--- config.mk ---
export PLATFORM = sky130hd
export DESIGN_NAME = mul_int_flat
export DESIGN_NICKNAME = d
export VERILOG_FILES = /design/src/rtl/mul_int_if.sv /design/src/rtl/mul_int.sv /design/src/flat_wrapper.sv
export SDC_FILE = /design/constraint.sdc
export NUM_CORES = 1
export LEC_CHECK = 0
export ABC_AREA = 0
export CORE_UTILIZATION = 25
export CTS_BUF_LIST = sky130_fd_sc_hd__clkbuf_4 sky130_fd_sc_hd__clkbuf_8 sky130_fd_sc_hd__clkbuf_16
export DETAILED_ROUTE_END_ITERATION = 12
export GPL_TIMING_DRIVEN = 0
export SLEW_MARGIN = 0
export SYNTH_ARGS = -nofsm -noshare
export SYNTH_HDL_FRONTEND = slang
export SYNTH_SLANG_ARGS = --single-unit
--- constraint.sdc ---
create_clock -name clk -period 4.7 [get_ports clk]
set_input_delay 0.94 -clock clk [delete_from_list [all_inputs] [get_ports clk]]
set_output_delay 0.94 -clock clk [all_outputs]
set_load 0.03 [all_outputs]
--- src/rtl/mul_int_if.sv ---
// mul_int_if: start/busy handshake bundle for the sequential multiplier.
//   master (requester) drives start, sgn, x, y and observes busy, done, p, ovf.
//   slave  (mul_int)   observes the request and returns status and result.
//   start  request: latch operands and begin a multiply
//   sgn    1 = operands are two's-complement signed
//   x, y   multiplicand / multiplier (DSZ bits)
//   busy   calculation in progress
//   done   one-cycle pulse when p/ovf are updated
//   p      2*DSZ-bit product, held until the next accepted start
//   ovf    product does not fit in DSZ bits
interface mul_int_if #(
  parameter int DSZ = 32
) ();
  logic             start;
  logic             sgn;
  logic [DSZ-1:0]   x;
  logic [DSZ-1:0]   y;
  logic             busy;
  logic             done;
  logic [2*DSZ-1:0] p;
  logic             ovf;

  modport master (
    output start, sgn, x, y,
    input  busy, done, p, ovf
  );

  modport slave (
    input  start, sgn, x, y,
    output busy, done, p, ovf
  );
endinterface

--- src/rtl/mul_int.sv ---
// mul_int: sequential radix-2 shift-add multiplier, DSZ x DSZ -> 2*DSZ.
//   Signed operands are reduced to magnitudes on accept, multiplied unsigned
//   over DSZ iterations, and the sign is reapplied on the final iteration.
// Ports:
//   clk   clock, all state updates on the rising edge
//   rst   synchronous active-high reset, priority over start
//   bus   mul_int_if.slave: start/sgn/x/y in, busy/done/p/ovf out
module mul_int #(
  parameter int DSZ = 32
) (
  input  logic      clk,
  input  logic      rst,
  mul_int_if.slave  bus
);
  localparam int CW = $clog2(DSZ);
  localparam logic [DSZ-1:0]   ONE_W = 1;
  localparam logic [2*DSZ-1:0] ONE_P = 1;
  localparam logic [CW-1:0]    LAST_IT = CW'(DSZ - 1);

  typedef enum logic {
    ST_IDLE,
    ST_RUN
  } state_t;

  state_t           state_q, state_d;
  logic [CW-1:0]    cnt_q, cnt_d;
  logic [DSZ:0]     acc_q, acc_d;     // carry bit included
  logic [DSZ-1:0]   mc_q, mc_d;       // multiplicand magnitude
  logic [DSZ-1:0]   mq_q, mq_d;       // multiplier magnitude, shifts out LSB-first
  logic             neg_q, neg_d;
  logic             sgn_q, sgn_d;
  logic             done_q, done_d;
  logic [2*DSZ-1:0] p_q, p_d;
  logic             ovf_q, ovf_d;

  logic [DSZ:0]     sum;
  logic [2*DSZ-1:0] mag;
  logic [2*DSZ-1:0] p_new;
  logic [DSZ-1:0]   p_hi;

  always_comb begin
    // Partial-product add; DSZ+1 bits so the carry survives into the shift.
    sum   = acc_q + (mq_q[0] ? {1'b0, mc_q} : '0);
    // {sum, mq} >> 1, truncated to 2*DSZ bits, is the final magnitude.
    mag   = {sum, mq_q[DSZ-1:1]};
    p_new = neg_q ? (~mag + ONE_P) : mag;
    p_hi  = p_new[2*DSZ-1:DSZ];
  end

  always_comb begin
    state_d = state_q;
    cnt_d   = cnt_q;
    acc_d   = acc_q;
    mc_d    = mc_q;
    mq_d    = mq_q;
    neg_d   = neg_q;
    sgn_d   = sgn_q;
    done_d  = 1'b0;
    p_d     = p_q;
    ovf_d   = ovf_q;

    case (state_q)
      ST_IDLE: begin
        if (bus.start) begin
          state_d = ST_RUN;
          sgn_d   = bus.sgn;
          neg_d   = bus.sgn & (bus.x[DSZ-1] ^ bus.y[DSZ-1]);
          // Negating MIN yields MIN again, which read unsigned is 2^(DSZ-1).
          mc_d    = (bus.sgn & bus.x[DSZ-1]) ? (~bus.x + ONE_W) : bus.x;
          mq_d    = (bus.sgn & bus.y[DSZ-1]) ? (~bus.y + ONE_W) : bus.y;
          acc_d   = '0;
          cnt_d   = LAST_IT;
        end
      end
      ST_RUN: begin
        acc_d = {1'b0, sum[DSZ:1]};
        mq_d  = {sum[0], mq_q[DSZ-1:1]};
        cnt_d = cnt_q - 1'b1;
        if (cnt_q == '0) begin
          state_d = ST_IDLE;
          done_d  = 1'b1;
          p_d     = p_new;
          ovf_d   = sgn_q ? (p_hi != {DSZ{p_new[DSZ-1]}}) : (p_hi != '0);
        end
      end
      default: state_d = ST_IDLE;
    endcase
  end

  always_ff @(posedge clk) begin
    if (rst) begin
      state_q <= ST_IDLE;
      cnt_q   <= '0;
      acc_q   <= '0;
      mc_q    <= '0;
      mq_q    <= '0;
      neg_q   <= 1'b0;
      sgn_q   <= 1'b0;
      done_q  <= 1'b0;
      p_q     <= '0;
      ovf_q   <= 1'b0;
    end else begin
      state_q <= state_d;
      cnt_q   <= cnt_d;
      acc_q   <= acc_d;
      mc_q    <= mc_d;
      mq_q    <= mq_d;
      neg_q   <= neg_d;
      sgn_q   <= sgn_d;
      done_q  <= done_d;
      p_q     <= p_d;
      ovf_q   <= ovf_d;
    end
  end

  assign bus.busy = (state_q == ST_RUN);
  assign bus.done = done_q;
  assign bus.p    = p_q;
  assign bus.ovf  = ovf_q;
endmodule
--- src/flat_wrapper.sv ---
// flat-port wrapper written by rule: the top's interface ports become plain ports
module mul_int_flat 
#(
  parameter int DSZ = 32
)
  (clk, rst, bus_start, bus_sgn, bus_x, bus_y, bus_busy, bus_done, bus_p, bus_ovf);
  mul_int_if #(.DSZ(DSZ)) bus_i ();
  input  logic clk;
  input  logic rst;
  input wire logic [$bits(bus_i.start)-1:0] bus_start;
  input wire logic [$bits(bus_i.sgn)-1:0] bus_sgn;
  input wire logic [$bits(bus_i.x)-1:0] bus_x;
  input wire logic [$bits(bus_i.y)-1:0] bus_y;
  output wire logic [$bits(bus_i.busy)-1:0] bus_busy;
  output wire logic [$bits(bus_i.done)-1:0] bus_done;
  output wire logic [$bits(bus_i.p)-1:0] bus_p;
  output wire logic [$bits(bus_i.ovf)-1:0] bus_ovf;
  assign bus_i.start = bus_start;
  assign bus_i.sgn = bus_sgn;
  assign bus_i.x = bus_x;
  assign bus_i.y = bus_y;
  assign bus_busy = bus_i.busy;
  assign bus_done = bus_i.done;
  assign bus_p = bus_i.p;
  assign bus_ovf = bus_i.ovf;
  mul_int #(.DSZ(DSZ)) u_core (.clk(clk), .rst(rst), .bus(bus_i));
endmodule
==> metrics.txt, run 1 <==
routability cong. 0.8948; flop2flop setup slack -0.60 ns; area grow syn2layout 30.89%; CP cell instances clkbuf_8 -> and2_4 -> ha_4 -> fa_2 -> a211oi_4 -> o211ai_1 -> buf_4 -> a21oi_4 -> xnor2_2 -> or4_4 -> or3_4 -> or3_4 -> o31ai_4 -> xnor2_2 -> or4_1 -> or4_1 -> o31ai_2 -> a31oi_1; setup TNS -1.099 ns; routed via count about 12000; most frequent cell after synthesis nor2_1; adder-cell share of the synthesized area 4.152%; worst skew pair latency between 0.4 and 0.5 ns; largest family of logic cells by synthesized area simple AND/OR/NAND/NOR gates; Leakage roughly 0.0053 µW; Yosys reg bits 170; final clock skew approximately 0.015 ns; Antenna diodes 0; Total Routing Usage GR 17.33%; Setup-failing EPs final 3; Synth Flop Type dfxtp_1; number of global-route vias before repair ~11000; initial antenna violation count 1; Starting Density approximately a quarter; Least-Margin Pin Slew roughly 0.85 ns; first drt pass iteration count 5; Slew headroom a little over two fifths; CP peak stage delay between 0.5 and 0.6 ns; Layout Nets around 1800; Core Footprint around 46000 µm²; async set-reset flop share out of synthesis 0%; area of placed instances approximately 14000 µm²; CP Data Arrival Time around 5.6 ns; CP endpoint kind register; Synth Area in Simple Gates between 20% and 30%; syn_nets around 1600; fin crit period 5.300 ns; DIE HEIGHT roughly 220 µm; dominant cell type by area after synthesis dfxtp_1; synth cell count leaders 252 x nor2_1, 170 x dfxtp_1, 131 x a21oi_1; TritonCTS clock tree done; largest net degree at the start of global routing 17; Post-DP HPWL around 33000 µm; Crit Path Category reg2reg; max cap viols 0; initial drt markers roughly 880; crit start category register; crit path max fanout 6; CTS Hold Bufs 0; gr ovfl total 0; fin worst setup slack -0.5995 ns; Min-Delay Path Class reg2reg; synthesized instance count approximately 1500; Slowest-stage cell, CP or4_1; root buf cell clkbuf_16; Place WS -1.087 ns; share of cells above drive strength 1 11.13%; post-synthesis compound-gate area fraction roughly 26%; sequential area share after synthesis 29.26%; vias per cell ~5.2; pwr/cell area 266.3 nW/µm²; hold_ws roughly 0.46 ns; final hold vios 0; period utilisation layout 112.8%; post-synth top area share roughly 29%; Die X 217.7 µm; IO Count around 140; Synth area leaders dfxtp_1 29%, nor2_1 8.1%, a211oi_1 6.7%; Req. time, crit path 5.02 ns; clk sinks 170; cts bufs inserted 17; Post-synth EDFFs 0; failing checks setup timing; Post-Synth XOR/XNOR Area roughly a tenth; DRC 0; WL/cell about 18 µm; Clock transition at path regs 0.07 ns; status finished, violations left; Final Max Tran Viols 0; first-pass GRT wire length roughly 65000 µm; Max clock buf depth 2; full die area around 47000 µm²; RSZ-0062 raised after global routing true; Fillers slightly below 5000; ANT nets after route 0; htree depth 4; Post-Syn Area 11630 µm²; final WL ~42000 µm; post-synthesis mux area share less than 1%; FP Rows 78; VDD IR-drop max 0.0002385 V; synth warn 0; library cells used by synthesis 77; port buffer count 133; Max Clock Freq roughly 190 MHz; Synth Area per Inst 7.648 µm²; post-route cell area 15230 µm²
-- routing by layer --
layer,GRT usage (%),vias up,wire length (µm)
li1,-,5904,-
met1,24.69,5802,20480
met2,27.45,343,18820
met3,2.092,45,2003
met4,4.343,2,677
met5,0,-,9
-- placed cells by master, fill, tap and decap left out, types with 9 or more instances in the layout --
master,Yosys,layout
xnor2_1,60,49
xor2_1,72,67
o31ai_1,23,19
clkdlybuf4s50_1,0,133
clkbuf_16,0,17
a21oi_1,131,122
dfxtp_1,170,169
a21oi_2,2,9
xnor2_2,0,10
nand4_1,16,16
clkbuf_1,97,84
a21o_1,15,15
nor4_1,14,14
nor3_1,44,42
and2_1,45,42
o21ai_0,64,60
o41ai_1,16,13
a211oi_1,104,104
ha_1,37,31
buf_4,0,48
nand2b_1,9,9
or4_1,19,14
or3_1,22,21
nor2_1,252,252
nor3b_1,38,36
a311oi_1,17,17
nand3_1,23,23
nand2_1,84,82
inv_1,19,19
-- area by class of cell --
cell class,instances,area [µm²],share of cell area [%]
Buffer,101,422.9,2.778
Clock buffer,18,439.2,2.884
Clock inverter,13,157.7,1.035
Inverter,19,71.32,0.4684
Multi-Input combinational cell,1222,8274,54.34
Sequential cell,170,3407,22.38
Tap cell,600,750.7,4.931
Timing Repair Buffer,182,1703,11.18
-- path summary, 6_finish.rpt --
check	endpoint	cells after the start	startpoint
worst max register to register	u_core.bus.ovf	18	u_core.mq_q[0]
worst min-delay path	u_core.mc_q[0]	2	u_core.mc_q[0]
worst max-delay path	u_core.bus.ovf	18	u_core.mq_q[0]
worst min register to register	u_core.mc_q[0]	2	u_core.mc_q[0]
-- power by group --
part           leakage (µW)  internal [µW]  switching (µW)
clock              0.000284            811             674
combinational       0.00363            386             575
sequential          0.00139           1530            81.9
total               0.00531           2720            1330
-- flip-flops by register name, summed over array words and instances, names as in the netlist --
register,cells
u_core.mq_q,32
u_core.sgn_q,1
u_core.cnt_q,5
u_core.bus.ovf,1
u_core.neg_q,1
u_core.bus.p,64
u_core.bus.busy,1
u_core.mc_q,32
u_core.bus.done,1
u_core.acc_q,32
-- critical path: cells and delay by family, from the launching register on --
family / cells / cell delay, ns
AND/OR/NAND/NOR: 6 / 2.47
AO/OA/AOI/OAI: 6 / 1.14
adder cells (fa/ha/maj): 2 / 0.61
flip-flops: 1 / 0.37
buffers and inverters: 2 / 0.33
XOR/XNOR: 2 / 0.26
-- metrics by stage --
stage	total power [µW]	util, %	cells
6_report	4055	33.34	2325
5_1_grt	4224	33.34	2325
4_1_cts	4032	32.56	2307
3_5_place_dp	2526	30.23	2254
3_3_place_gp	2512	30.23	2254
2_1_floorplan	2183	-	1521
-- kinds of logic after synthesis --
logic type / count (synthesis)
compound gates: 439
xor+xnor: 134
fa+ha+maj: 38
buf+inv: 129
flops: 170
mux: 7
simple gates: 604
-- timing repair --
item	CTS	global route
gates resized for setup	52	41
pin swaps	30	21
setup buffers	29	20
setup endpoints to repair	7	7
(Power assumes the default switching activity.)
==> run 2: changes to the inputs <==
- CTS_CLUSTER_SIZE: unset -> 30
- RECOVER_POWER: unset -> 25
==> run 2 against run 1 <==
Compared with the run above: non-clock buffer count did not move; the flow still finishes with violations (setup timing); register-to-register slack improved by 0.02 ns; critical path type unchanged; first-iteration DRC count fell by 2.3%; total power fell by 0.25%; sequential share of layout area did not move; largest cell class unchanged; maximum frequency rose by 0.43%; clock skew barely moved; cell count did not move; highest routed layer unchanged.
==> metrics.txt, run 2 (same netlist as run 1, synthesis figures left out) <==
fin crit period around 5.3 ns; routed via count about 12000; cts bufs inserted 17; IO Count roughly 140; Antenna diodes 0; Leakage about 0.0055 µW; flop2flop setup slack -0.58 ns; Worst R2R End u_core.bus.ovf; Core Footprint between 40000 and 50000 µm²; crit path buf inv count 2; CP peak stage delay about 0.54 ns; Die X roughly 220 µm; setup TNS -1.060 ns; CTS Hold Bufs 0; Setup-failing EPs final 3; htree depth 4; first drt pass iteration count 6; area of placed instances between 10000 and 15000 µm²; Final Max Tran Viols 0; most frequent cells in the layout 252 x nor2_1, 169 x dfxtp_1, 122 x a21oi_1; port buffer count around 130; routability cong. 0.8948; status finished, violations left; Slew headroom 42.33%; Clock transition at path regs roughly 0.070 ns; initial antenna violation count 1; CP cell instances clkbuf_8 -> and2_4 -> ha_4 -> fa_2 -> a211oi_4 -> o211ai_1 -> buf_4 -> a21oi_4 -> xnor2_2 -> or4_4 -> or3_4 -> or3_4 -> o31ai_4 -> xnor2_2 -> or4_1 -> or4_1 -> o31ai_2 -> a31oi_1; Worst Hold End u_core.mc_q[0]; number of global-route vias before repair roughly 11000; RSZ-0062 raised after global routing true; Post-DP HPWL approximately 33000 µm; root buf cell clkbuf_16; Layout Nets approximately 1800; max cap viols 0; crit start category register; largest net degree at the start of global routing 17; failing checks setup timing; reg2reg path depth 18; DRC 0; vias per cell 5.200; post-route cell area roughly 15000 µm²; Max Clock Freq around 190 MHz; CP endpoint kind register; commonest non-fill, non-tap cell in the layout nor2_1; FP Rows between 70 and 80; Req. time, crit path ~5.0 ns; fin worst setup slack -0.5769 ns; area grow syn2layout 30.89%; VDD IR-drop max between 0.0002 and 0.00025 V; Total Routing Usage GR between 10% and 20%; Max clock buf depth 2; ANT nets after route 0; Crit Path Category reg2reg; Hold Startpoint u_core.mc_q[0]; clk sinks 170; crit path max fanout 6; CP delay by family, top simple AND/OR/NAND/NOR gates; DIE HEIGHT 217.7 µm; Least-Margin Pin Slew roughly 0.87 ns; Largest register FFs 64; gr ovfl total 0; WL/cell about 18 µm; full die area about 47000 µm²; worst reg2reg startpoint u_core.mq_q[0]; CP Data Arrival Time around 5.6 ns; first-pass GRT wire length ~65000 µm; final hold vios 0; final WL roughly 42000 µm; final clock skew between 0.015 and 0.02 ns; Slowest-stage cell, CP or4_1; Min-Delay Path Class reg2reg; initial drt markers approximately 860; TritonCTS clock tree done; Starting Density 25.47%; period utilisation layout 112.3%; worst skew pair latency about 0.44 ns; share of cells above drive strength 1 ~11%; Worst Hold Path Cells 2; pwr/cell area 265.6 nW/µm²; overall power 4045 µW
==> run 2: cell types whose count changed in the layout (fill, tap and decap cells not counted) <==
| cell | change |
|---|---|
| clkdlybuf4s50_1 | -58 |
| dlygate4sd3_1 | +58 |
==> run 2: per-layer routing <==
metal	wire length [µm]	part of all wire (%)	global-route usage, %	vias to the layer above
li1	-	-	-	5900
met1	20310	48	24.69	5769
met2	18710	45	27.45	368
met3	2167	5.2	2.092	51
met4	714	1.7	4.343	2
met5	9	0.021	0	-
==> run 2: worst max path at each step <==
stage	startpoint	endpoint	slack, ns	cells after the start
2_1_floorplan	u_core.mq_q[0]	u_core.bus.ovf	-0.27	18
3_3_place_gp	u_core.mq_q[0]	u_core.bus.ovf	-1.0	18
3_5_place_dp	u_core.mq_q[0]	u_core.bus.ovf	-1.09	18
4_1_cts	u_core.mq_q[0]	u_core.bus.ovf	-0.53	18
5_1_grt	u_core.mq_q[0]	u_core.bus.ovf	-0.71	17
6_report	u_core.mq_q[0]	u_core.bus.ovf	-0.58	18
==> run 2: metrics by stage <==
| stage | cells | util [%] | setup WS [ns] | hold WS [ns] |
|---|---|---|---|---|
| after detailed placement | 2254 | 30.23 | -1.087 | 0.4491 |
| after floorplan | 1521 | - | -0.2672 | 0.4317 |
| after global placement | 2254 | 30.23 | -0.9974 | 0.4471 |
| after global routing | 2325 | 33.34 | -0.7137 | 0.4835 |
| after CTS | 2307 | 32.56 | -0.5329 | 0.4596 |
| final | 2325 | 33.34 | -0.5769 | 0.4566 |
==> run 2: layout make-up <==
type | instances | area [µm²]
Fill cell | 4864 | 30450
Multi-Input combinational cell | 1222 | 8274
Sequential cell | 170 | 3407
Timing Repair Buffer | 182 | 1703
Tap cell | 600 | 750.7
Clock buffer | 18 | 439.2
Buffer | 101 | 422.9
Clock inverter | 13 | 157.7
Inverter | 19 | 71.32
==> run 2: worst register-to-register path, cell delays in order (launching register included) <==
cell	delay, ns
dfxtp_4	0.37
clkbuf_8	0.14
and2_4	0.15
ha_4	0.17
fa_2	0.44
a211oi_4	0.31
o211ai_1	0.20
buf_4	0.19
a21oi_4	0.14
xnor2_2	0.13
or4_4	0.53
or3_4	0.41
or3_4	0.40
o31ai_4	0.24
xnor2_2	0.13
or4_1	0.54
or4_1	0.43
o31ai_2	0.18
a31oi_1	0.06
==> run 2: where the power goes <==
part | total [µW] | switching (µW) | internal, µW
clock network | 1490 | 674 | 811
registers | 1610 | 80.9 | 1530
logic | 952 | 575 | 377
==> run 2: timing repair <==
item                                    4_1_cts  5_1_grt
pin swaps                                    30       21
buffers inserted                             29       20
resized for setup                            52       41
endpoints found under the setup margin        7        7
==> run 3: changes to the inputs <==
- SLEW_MARGIN: 0 -> 15
- clock period: 4.7 -> 6.7 ns (I/O delays scaled with it)
==> run 3 against run 2 <==
Compared with the run above: the flow now finishes without violations; final area fell by 6.0%; die area did not move; critical path depth fell by 1; via count fell by 2.4%; clock power fell by 33%; largest cell class unchanged; largest power group unchanged.
==> metrics.txt, run 3 (same netlist as run 1, synthesis figures left out) <==
Crit. Startpoint u_core.mq_q[0]; Fillers roughly 4900; share of cells above drive strength 1 under 10%; Clock transition at path regs roughly 0.07 ns; DIE HEIGHT between 200 and 250 µm; Core Footprint 45670 µm²; Worst R2R End u_core.bus.ovf; Req. time, crit path around 7 ns; final WL just over 40000 µm; CP peak stage delay 0.63 ns; setup TNS 0 ns; P_sw between 900 and 1000 µW; Antenna diodes 0; Setup-failing EPs final 0; TritonCTS clock tree done; Largest register FFs 64; commonest non-fill, non-tap cell in the layout nor2_1; WL/cell roughly 18 µm; status complete, no violations; root buf cell clkbuf_16; Total Routing Usage GR between 10% and 20%; CTS Hold Bufs 0; Slowest-stage cell, CP or4_4; combinational share of power 22.4%; most frequent cell on the critical path or4_1; most frequent cells in the layout 252 x nor2_1, 170 x dfxtp_1, 131 x a21oi_1; Crit Path Category reg2reg; port buffer count about 130; CP delay by family, top simple AND/OR/NAND/NOR gates; reg2reg path depth 17; Post-CTS Setup Bufs 0; crit path buf inv count 3; PostCTS Resize Cnt 0; Slew headroom between 20 and 30%; worst skew pair latency around 0.44 ns; routed via count ~12000; vias per cell ~5.2; CP cell instances clkbuf_1 -> and2_1 -> ha_1 -> fa_1 -> or4_4 -> a221o_1 -> or4_1 -> buf_2 -> or3_1 -> buf_6 -> o31ai_1 -> xnor2_1 -> nand4_1 -> or4_1 -> or4_1 -> o31ai_2 -> a31oi_1; cts bufs inserted 17; clk sinks 170; area of placed instances between 10000 and 15000 µm²; Min-Delay Path Class reg2reg; largest net degree at the start of global routing 17; Least-Margin Pin Slew between 1 and 1.5 ns; Leakage slightly above 0.005 µW; Max Clock Freq approximately 170 MHz; Hold Startpoint u_core.mc_q[0]; flop2flop setup slack between 0.7 and 0.8 ns; CP endpoint kind register; power share of the clock group 36.6%; Post-DP HPWL ~33000 µm; initial antenna violation count 0; Worst Hold Path Cells 2; final clock skew 0.01654 ns; number of global-route vias before repair 11086; first-pass GRT wire length between 60000 and 70000 µm; final hold vios 0; gr ovfl total 0; internal power between 1500 and 2000 µW; DRC 0; full die area between 40000 and 50000 µm²; crit start category register; FP Rows 78; max cap viols 0; htree depth 4; initial drt markers between 800 and 900; Die X approximately 220 µm; pwr/cell area 192.0 nW/µm²; ANT nets after route 0; post-route cell area 14320 µm²; Starting Density roughly 25%; worst reg2reg startpoint u_core.mq_q[0]; period utilisation layout between 80 and 90%; area grow syn2layout 23.06%; fin crit period around 6 ns; CP Data Arrival Time approximately 6.3 ns; IO Count ~140; Worst Hold End u_core.mc_q[0]; switching part of the total between 30% and 40%; Max clock buf depth 2; RSZ-0062 raised after global routing false; first drt pass iteration count 5; Flop pwr share 41.0%; routability cong. approximately 0.91; crit path max fanout 10; Final Max Tran Viols 0; VDD IR-drop max about 0.00015 V; Layout Nets 1779
run 3: changes by cell type in the layout (fill, tap and decap cells not counted), sizes merged:
cell           delta
clkbuf           +10
inv               +1
clkinv            +2
bufinv            -1
buf              -49
clkinvlp          -2
clkdlybuf4s50     +5
dlygate4sd3       -5
run 3: metal layers:
metal	track usage (%)	share of wire (%)	vias to the layer above
met1	23.48	48	5549
met5	0	0	-
met2	25.67	44	362
met3	2.915	6.4	49
met4	4.812	1.9	0
li1	-	-	5835
run 3: per-stage QoR:
step           utilization, %  instances  worst slack, ns  hold WS, ns  total power, µW
5_1_grt                 31.34       2286           0.4646       0.4984             2865
3_5_place_dp            30.04       2254           0.7405       0.4488             1766
3_3_place_gp            30.03       2254           0.7784       0.4417             1757
4_1_cts                 31.31       2286           0.7281       0.4585             2766
6_report                31.34       2286           0.7214       0.4572             2749
2_1_floorplan               -       1521            1.484       0.4317             1528
run 3: worst min-delay path, stage by stage, from the launching register on:
cell and delay (ns):
dfxtp_1 0.31, nand2_1 0.05, a21oi_1 0.06
run 3: cell type report:
type	instances	area [µm²]	share of cell area, %
repair buffers	133	1331	9.300
well taps	600	750.7	5.244
clock inverters	13	128.9	0.9003
multi-input cells	1222	7745	54.10
flip-flops and latches	170	3403	23.77
plain buffers	110	431.7	3.015
clock buffers	19	452.9	3.164
inverters	19	71.32	0.4982
run 3: worst max path at each step:
stage,cells past startpoint,to,slack [ns]
floorplan,18,u_core.bus.ovf,1.48
global placement,17,u_core.bus.ovf,0.78
detailed placement,17,u_core.bus.ovf,0.74
CTS,17,u_core.bus.ovf,0.73
global route,17,u_core.bus.ovf,0.46
finish,17,u_core.bus.ovf,0.72
run 3: power by group through the flow:
stage                     combinational (µW)  clock (µW)  sequential [µW]
after CTS                                617        1020             1130
after floorplan                          358           0             1170
after detailed placement                 615           0             1150
after global placement                   608           0             1150
after global routing                     673        1060             1130
final                                    616        1000             1130
==> variant (flow settings as in run 1) <==
`DSZ` is set to 32 in 3 places; all go to 16.
--- a/src/rtl/mul_int_if.sv
+++ b/src/rtl/mul_int_if.sv
@@ -9,7 +9,7 @@
 //   p      2*DSZ-bit product, held until the next accepted start
 //   ovf    product does not fit in DSZ bits
 interface mul_int_if #(
-  parameter int DSZ = 32
+  parameter int DSZ = 16
 ) ();
   logic             start;
   logic             sgn;
--- a/src/rtl/mul_int.sv
+++ b/src/rtl/mul_int.sv
@@ -6,7 +6,7 @@
 //   rst   synchronous active-high reset, priority over start
 //   bus   mul_int_if.slave: start/sgn/x/y in, busy/done/p/ovf out
 module mul_int #(
-  parameter int DSZ = 32
+  parameter int DSZ = 16
 ) (
   input  logic      clk,
   input  logic      rst,
--- a/src/flat_wrapper.sv
+++ b/src/flat_wrapper.sv
@@ -1,7 +1,7 @@
 // flat-port wrapper written by rule: the top's interface ports become plain ports
 module mul_int_flat 
 #(
-  parameter int DSZ = 32
+  parameter int DSZ = 16
 )
   (clk, rst, bus_start, bus_sgn, bus_x, bus_y, bus_busy, bus_done, bus_p, bus_ovf);
   mul_int_if #(.DSZ(DSZ)) bus_i ();
Interface: changed (resized bus_p, bus_x and bus_y); port bits go from 135 to 71. The function was not compared with the original's and may differ.
==> variant against run 1 <==
Clock power fell by 51%. Global-route usage fell by 3.1 points. Critical path depth fell by 5. Combinational power fell by 50%. Worst setup slack improved by 0.96 ns. Wire length fell by 58%. Hold slack got worse by 0.0086 ns. Final area fell by 51%. Total power fell by 49%. Sequential cell count fell by 81. Area after synthesis fell by 48%. Critical endpoint unchanged. Largest power group unchanged.
==> variant: results (changes against run 1) <==
Final GP Congestion=0.848 (-5.2%); largest cells by area after synthesis=dfxtp_1 (29%), nor2_1 (6.7%), a21oi_1 (6.0%); Hold Path Sink=u_core.mc_q[14]$_SDFFE_PP0P_; Layout Nets=917 (-50%); Max stage delay cell, worst path=or4_4; Largest register FFs=32 (-50%); Place WS=0.292 ns (+1.38 ns); hold_sp=u_core.mc_q[14]$_SDFFE_PP0P_; CTS Buf Count=9 (-8); vias in the first global route=5,386 (-53%); Crit Path Max Fanout=10 (+4); vias per cell=4.85 (-6.7%); Crit path largest cell delay=0.60 ns (+0.06 ns); Max transition margin=49.2% (+6.1 points); total number of vias=5,745 (-53%); LEAKAGE=2.67 nW (-50%); # port buffers=68 (-49%); placed instance area=7140 sq um (-48%); reg2reg path depth=13 (-5); period utilization=92.4% (-20 points); post-synth net total=838 (-48%); Clock Skews=0.0118 ns (-0.00355 ns); first-pass GRT wire length=27.9 mm (-57%); HPWL Detailed=13.9 mm (-58%); Synth cell types=76 (-1.3%); Cell Count Post-Placement=1,168 (-48%); outcome=complete, no violations; peak supply drop=0.000126 V (-47%); initial DRC count=290 (-67%); Post-Synthesis Cells=781 (-49%); Fin Hold WS=0.448 ns (-0.00859 ns); fraction of layout cells with a size suffix above 1=5.20% (-5.9 points); # H-tree levels=3 (-1)
-- variant: cell types whose count changed after synthesis, sizes merged, moves of 41 or more --
cell | run 1 | this run
xnor2 | 60 | 19
a211oi | 107 | 45
a21oi | 134 | 74
nor2 | 252 | 108
clkbuf | 97 | 46
dfxtp | 170 | 89
-- variant: repair_timing --
item	in CTS	in global routing
setup endpoints to repair	0	1
resized for setup	0	1
setup buffers	0	0
hold endpoints to repair	0	0
-- variant: per-layer routing --
metal	vias to the layer above	routed length [microns]	track usage [%]
met2	115	7650	22.8
met5	-	0	0
met3	11	833	2.16
li1	3004	-	-
met4	0	193	3.88
met1	2615	8780	19.7
-- variant: kinds of logic (layout without fill, tap and decap cells) --
kind of cell             Yosys count  count (layout)  share of synthesized area, %
AO/OA/AOI/OAI                    235             235                          27.7
XOR/XNOR                          54              54                          7.80
adder cells (fa/ha/maj)           21              21                          4.46
buffers and inverters             75             159                          4.91
flip-flops                        89              89                          29.4
multiplexers                       6               6                          1.03
AND/OR/NAND/NOR                  301             301                          24.7
-- variant: power by group through the flow --
stage	logic [mW]	registers (mW)	clock network [mW]
final	0.479	0.843	0.737
after global routing	0.532	0.850	0.777
after CTS	0.479	0.843	0.753
after detailed placement	0.478	0.860	0
after global placement	0.474	0.859	0
after floorplan	0.287	0.884	0
-- variant: layout make-up --
type	count	area (sq um)	share of cell area, %
Clock inverter	5	56.3	0.756
Inverter	19	71.3	0.957
Sequential cell	89	1780	23.9
Clock buffer	11	240	3.22
Multi-Input combinational cell	617	3990	53.6
Buffer	56	226	3.04
Tap cell	319	399	5.36
Timing Repair Buffer	68	681	9.14
